===== config.mk =====
export PLATFORM = sky130hd
export DESIGN_NAME = countdown_control
export DESIGN_NICKNAME = d
export VERILOG_FILES = /design/src/rtl/countdown_control.sv
export SDC_FILE = /design/constraint.sdc
export NUM_CORES = 1
export LEC_CHECK = 0
export BUFFER_PORTS_ARGS = -buffer_cell sky130_fd_sc_hd__buf_4
export CORE_MARGIN = 8
export CORE_UTILIZATION = 55
export CTS_BUF_LIST = sky130_fd_sc_hd__clkbuf_4
export DETAILED_ROUTE_END_ITERATION = 12
export PLACE_DENSITY = 0.86
export SYNTH_ARGS = -nofsm -noshare
export SYNTH_HDL_FRONTEND = slang
export SYNTH_SLANG_ARGS = --single-unit

===== constraint.sdc =====
create_clock -name clkout -period 4.75 [get_ports clkout]
set_clock_uncertainty 0.1 [all_clocks]
set_input_delay 0.475 -clock clkout [delete_from_list [all_inputs] [get_ports clkout]]
set_output_delay 0.475 -clock clkout [all_outputs]
set_load 0.01 [all_outputs]

===== src/rtl/countdown_control.sv =====
// countdown_control: BCD hh:mm:ss countdown timer driven by a 1 Hz tick enable.
//
// Optional feature: define COUNTDOWN_WARN_EN to build the low-time warning
// (warn high while busy and remaining <= 00:00:10); otherwise warn is tied low.
//
// Ports:
//   clkout    in   system clock, rising edge
//   rst       in   asynchronous active-low reset
//   start     in   one-cycle request to load duration and begin counting
//   duration  in   24-bit packed BCD hh:mm:ss
//   pause     in   level; holds the count while running
//   abort     in   one-cycle cancel, returns to idle
//   tick      in   one-cycle 1 Hz enable
//   remaining out  current BCD time left
//   busy      out  high while running or paused
//   done      out  one-cycle pulse on natural expiry
//   err       out  one-cycle pulse when start carries an invalid duration
//   warn      out  low-time warning
module countdown_control #(
    parameter logic [7:0] HOUR_MAX = 8'h99
) (
    input  logic        clkout,
    input  logic        rst,
    input  logic        start,
    input  logic [23:0] duration,
    input  logic        pause,
    input  logic        abort,
    input  logic        tick,
    output logic [23:0] remaining,
    output logic        busy,
    output logic        done,
    output logic        err,
    output logic        warn
);

    localparam int unsigned TW = 24;

    typedef enum logic [1:0] {
        S_IDLE  = 2'd0,
        S_RUN   = 2'd1,
        S_PAUSE = 2'd2,
        S_DONE  = 2'd3
    } state_t;

    state_t        state, state_nxt;
    logic [TW-1:0] remaining_nxt;
    logic          busy_nxt, done_nxt, err_nxt;

    // Legal BCD duration: decimal digits, mm/ss up to 59, hours up to HOUR_MAX.
    function automatic logic dur_valid(input logic [TW-1:0] d);
        logic ok;
        ok = 1'b1;
        if (d[3:0]   > 4'd9) ok = 1'b0;
        if (d[7:4]   > 4'd9) ok = 1'b0;
        if (d[11:8]  > 4'd9) ok = 1'b0;
        if (d[15:12] > 4'd9) ok = 1'b0;
        if (d[19:16] > 4'd9) ok = 1'b0;
        if (d[23:20] > 4'd9) ok = 1'b0;
        if (d[7:0]   > 8'h59) ok = 1'b0;
        if (d[15:8]  > 8'h59) ok = 1'b0;
        if (d[23:16] > HOUR_MAX) ok = 1'b0;
        return ok;
    endfunction

    // Subtract one second from a nonzero BCD hh:mm:ss, borrowing digit by digit.
    function automatic logic [TW-1:0] bcd_dec(input logic [TW-1:0] t);
        logic [3:0] su, st, mu, mt, hu, ht;
        logic       borrow;
        {ht, hu, mt, mu, st, su} = t;
        borrow = 1'b1;
        if (su != 4'd0) begin su = su - 4'd1; borrow = 1'b0; end
        else su = 4'd9;
        if (borrow) begin
            if (st != 4'd0) begin st = st - 4'd1; borrow = 1'b0; end
            else st = 4'd5;
        end
        if (borrow) begin
            if (mu != 4'd0) begin mu = mu - 4'd1; borrow = 1'b0; end
            else mu = 4'd9;
        end
        if (borrow) begin
            if (mt != 4'd0) begin mt = mt - 4'd1; borrow = 1'b0; end
            else mt = 4'd5;
        end
        if (borrow) begin
            if (hu != 4'd0) begin hu = hu - 4'd1; borrow = 1'b0; end
            else hu = 4'd9;
        end
        if (borrow) ht = ht - 4'd1;
        return {ht, hu, mt, mu, st, su};
    endfunction

    // State and output registers
    always_ff @(posedge clkout or negedge rst) begin
        if (!rst) begin
            state     <= S_IDLE;
            remaining <= '0;
            busy      <= 1'b0;
            done      <= 1'b0;
            err       <= 1'b0;
        end else begin
            state     <= state_nxt;
            remaining <= remaining_nxt;
            busy      <= busy_nxt;
            done      <= done_nxt;
            err       <= err_nxt;
        end
    end

    // Next state and next register values; abort overrides everything
    always_comb begin
        state_nxt     = state;
        remaining_nxt = remaining;
        done_nxt      = 1'b0;
        err_nxt       = 1'b0;
        if (abort) begin
            state_nxt     = S_IDLE;
            remaining_nxt = '0;
        end else begin
            case (state)
                S_IDLE, S_DONE: begin
                    if (start) begin
                        if (!dur_valid(duration)) begin
                            err_nxt = 1'b1;
                        end else if (duration == '0) begin
                            remaining_nxt = '0;
                            done_nxt      = 1'b1;
                            state_nxt     = S_DONE;
                        end else begin
                            remaining_nxt = duration;
                            state_nxt     = S_RUN;
                        end
                    end
                end
                S_RUN: begin
                    if (pause) begin
                        state_nxt = S_PAUSE;
                    end else if (tick) begin
                        if (remaining == TW'(1)) begin
                            remaining_nxt = '0;
                            done_nxt      = 1'b1;
                            state_nxt     = S_DONE;
                        end else begin
                            remaining_nxt = bcd_dec(remaining);
                        end
                    end
                end
                S_PAUSE: begin
                    if (!pause) state_nxt = S_RUN;
                end
                default: state_nxt = S_IDLE;
            endcase
        end
        busy_nxt = (state_nxt == S_RUN) || (state_nxt == S_PAUSE);
    end

`ifdef COUNTDOWN_WARN_EN
    logic warn_nxt;

    // BCD ordering matches numeric ordering, so a plain compare suffices
    always_comb begin
        warn_nxt = busy_nxt && (remaining_nxt <= TW'(16));
    end

    always_ff @(posedge clkout or negedge rst) begin
        if (!rst) warn <= 1'b0;
        else      warn <= warn_nxt;
    end
`else
    assign warn = 1'b0;
`endif

endmodule


==> results.py <==
metrics = {
    "run_status": {
        "status": "finished, final reports clean",
    },
    "placement": {
        "pre_cts_slack_ns": 1.55,
        "io_buffer_count": 56,
        "place_hpwl_mm": 5.09,
        "finalWeightedCongestion": 0.938,
    },
    "cts": {
        "cts-resized-gates": 0,
        "numCtsBuffers": 5,
        "post_cts_buffers": 0,
        "cts_sinks": 29,
        "clkLatencyLatePin_ns": 0.34,
        "cts.root.buffer_cell": "clkbuf_4",
        "clk_pin_slew_worst_paths_ns": 0.09,
        "ctsHtreeMaxLevel": 2,
        "cts_tree": "built",
        "clock_path_buffers": 2,
    },
    "worst_setup_path": {
        "worst_path_max_delay_cell": "o31ai_2",
        "crit_path_end_kind": "flip-flop",
        "critPathLaunchType": "flip-flop",
        "slowest_delay_ns": 0.80,
        "critical_path.cell_chain": "inv_1 -> ha_1 -> clkinv_1 -> o21ai_1 -> o31ai_2 -> nand2_1 -> a211oi_1 -> a21oi_1",
        "crit_arrival_ns": 3.37,
        "required_ns": 4.87,
        "path_class": "reg -> reg",
        "worst-path-max-fanout": 21,
        "worst-path-buf-inv": 2,
        "critical-path-top-delay-family": "compound AO/OA/AOI/OAI gates",
    },
    "global_route": {
        "grt_pass1_wl_mm": 10.7,
        "globalRoute.totalOverflow": 0,
        "grt_antenna_before_repair": 0,
        "grt_max_degree": 30,
        "grt_pass1_vias": 2216,
        "grt_usage_pct": 21.3,
    },
    "sta": {
        "drv_slew": 0,
        "finalSetupViolations": 0,
        "timing.final.hold_violations": 0,
        "setup_slack_ns": 1.50,
        "fmax_mhz": 308,
        "tightest_slew_ns": 0.972,
        "period_minus_slack_ns": 3.25,
        "totalNegativeSetupSlack_ns": 0,
        "rsz0062_at_grt": "false",
        "fin_crit_sh_pct": 68.4,
        "slew_headroom_pct": 34.8,
    },
    "power": {
        "p_switching_w": 0.000591,
        "comb_power_share_pct": 56.1,
        "clockPowerShare_pct": 12.6,
        "power_density_nw_per_um2": 474,
        "p_seq_share_pct": 31.3,
        "swShare_pct": 45.8,
        "p_leak_nw": 1.22,
        "intPower_w": 0.000700,
        "ir_worst_vdd_uv": 295,
    },
    "synth": {
        "synthAdderAreaFrac_pct": 6.81,
        "syn_inst": 258,
        "syn_avg_cell_area_um2": 8.54,
        "ys_warn_count": 0,
        "yosys.area.top_type_share_pct": 32.9,
        "synth.distinct_cells": 53,
        "synth-xor-area-share_pct": 0.398,
        "netlist.top_cell.by_area": "dfrtp_1",
        "async_flop_share_pct": 100,
        "synth_edf_count": 0,
        "synth_nets": 300,
        "synth-compound-area-share_pct": 26.6,
        "ys_ff_latch": 29,
        "yosys.area_share.simple_pct": 23.1,
        "synth_mux_area_share_pct": 4.49,
        "netlist_top_cells_area": "dfrtp_1 (33%), ha_1 (6.8%), a21oi_1 (4.8%)",
        "synth_top_family_by_area": "compound AO/OA/AOI/OAI gates",
        "netlist_area_um2": 2200,
        "synthFlopType": "dfrtp_1",
        "yosysSeqAreaShare_pct": 32.9,
    },
    "cells_and_area": {
        "seq_area_um2": 726,
        "fill_cells": 349,
        "multiInputGateArea_um2": 1360,
        "drive_above_1_share_pct": 27.2,
        "syn2layout_area_growth_pct": 23.6,
        "diodes": 0,
        "fin_nets": 357,
        "post-route-util_pct": 69.6,
    },
    "floorplan": {
        "pin_count": 58,
        "die_h_um": 79.3,
        "start_util_pct": 56.3,
        "coreArea_um2": 3910,
        "rows": 23,
        "die_w_um": 79.3,
        "die_area_um2": 6290,
    },
    "drt": {
        "num_vias": 2305,
        "ant_nets": 0,
        "drc": 0,
        "routed_via_density": 6.30,
        "wl_met3_um": 581,
        "met2WireLength_mm": 3.14,
        "dr.first_iter.drc_count": 299,
        "m1WireLength_mm": 2.74,
        "totalWireLength_mm": 6.61,
        "highest_layer": "met4",
        "routedWlPerCell_um": 18.0,
        "first_pass_iters": 4,
    },
    "worst_hold_path": {
        "hp-class": "in -> reg",
    },
    "flow_run": {
        "drv_cap": 0,
    },
}
==> final timing paths <==
path                                  to  slack, ns  cells past startpoint     startpoint
setup / recovery           remaining[16]       1.50                      8       state[1]
max in group asynchronous   remaining[1]       3.79                      2            rst
setup reg to reg           remaining[16]       1.50                      8       state[1]
hold / removal                       err       0.33                      3          start
min in group asynchronous  remaining[11]       0.49                      2            rst
hold reg to reg            remaining[20]       0.45                      2  remaining[20]
==> cell usage after synthesis (6+ instances only) <==
cell type	n
inv_1	22
ha_1	12
o21ai_0	18
a21oi_1	21
nor3_1	8
nor2_1	17
o31ai_1	13
nand2_1	25
a211oi_1	6
nor4_1	7
dfrtp_1	29
==> layer usage <==
metal  vias up  GRT usage (%)
met4         0           8.52
met1      1096           25.6
met3        16           6.88
met2       119           34.2
met5         -              0
li1       1074              -
==> power groups by stage <==
stage	clock, W	combinational, W	sequential (W)
6_report	0.000163	0.000724	0.000404
3_5_place_dp	0	0.000714	0.000407
3_3_place_gp	0	0.000695	0.000401
5_1_grt	0.000176	0.000798	0.000415
4_1_cts	0.000165	0.000719	0.000402
2_1_floorplan	0	0.000457	0.000417
==> sequential cells by signal, summed over array words and instances (netlist names) <==
name	count
state	2
busy	1
done	1
err	1
remaining	24
==> metrics by stage <==
step / area, µm² / total power [W] / hold slack [ns] / cells
floorplan: 2200 / 0.000873 / 0.0794 / 258
finish: 2720 / 0.00129 / 0.329 / 366
CTS: 2720 / 0.00129 / 0.319 / 366
detailed placement: 2650 / 0.00112 / 0.323 / 357
global placement: 2650 / 0.00110 / 0.315 / 357
global route: 2720 / 0.00139 / 0.311 / 366
==> what timing repair did <==
action	4_1_cts	5_1_grt
setup endpoints to repair	0	0
endpoints found under the hold margin	29	0
hold buffers	1	0
==> logic make-up (layout without fill, tap and decap cells) <==
kind of cell	count (synthesis)	in the layout
muxes	9	9
AOI/OAI and AO/OA	84	84
buffers and inverters	30	88
other	1	1
and+or+nand+nor	92	92
adders and majority gates	12	12
xor gates and xnor gates	1	1
DFF	29	29
==> worst reg2reg max path, stage by stage (launching register included) <==
cell      delay, ns
dfrtp_1        0.44
inv_1          0.06
ha_1           0.41
clkinv_1       0.41
o21ai_1        0.16
o31ai_2        0.80
nand2_1        0.37
a211oi_1       0.31
a21oi_1        0.06
==> area by class of cell <==
type                    instances  share of cell area, %
repair buffers                 57                   15.8
multi-input cells             199                   49.9
clock buffers                   8                   2.21
well taps                      50                   2.30
inverters                      23                   3.17
flip-flops and latches         29                   26.7
==> cells in the final DEF (no fill, tap or decap), types with 2 or more instances in the layout <==
cell type / netlist / layout
nor3b_1: 2 / 2
inv_1: 22 / 22
a211oi_1: 6 / 6
dfrtp_1: 29 / 29
nor3_1: 8 / 8
ha_1: 12 / 12
nand3_1: 4 / 4
a41oi_1: 2 / 2
a311oi_1: 2 / 2
nand2b_1: 3 / 3
buf_4: 2 / 56
o21ai_2: 2 / 2
mux2i_1: 2 / 2
mux2_2: 5 / 5
and3_1: 2 / 2
nand2_1: 25 / 25
a21oi_1: 21 / 21
or3_1: 3 / 3
clkbuf_4: 0 / 8
nor2b_1: 4 / 4
nor3b_2: 4 / 4
nor4_1: 7 / 7
a221oi_1: 3 / 3
nor2_1: 17 / 17
nand4_1: 4 / 4
o31ai_1: 13 / 13
o21ai_0: 18 / 18
o21ai_1: 2 / 2
a31oi_1: 4 / 4
mux2_1: 2 / 2
(Power assumes the default switching activity.)
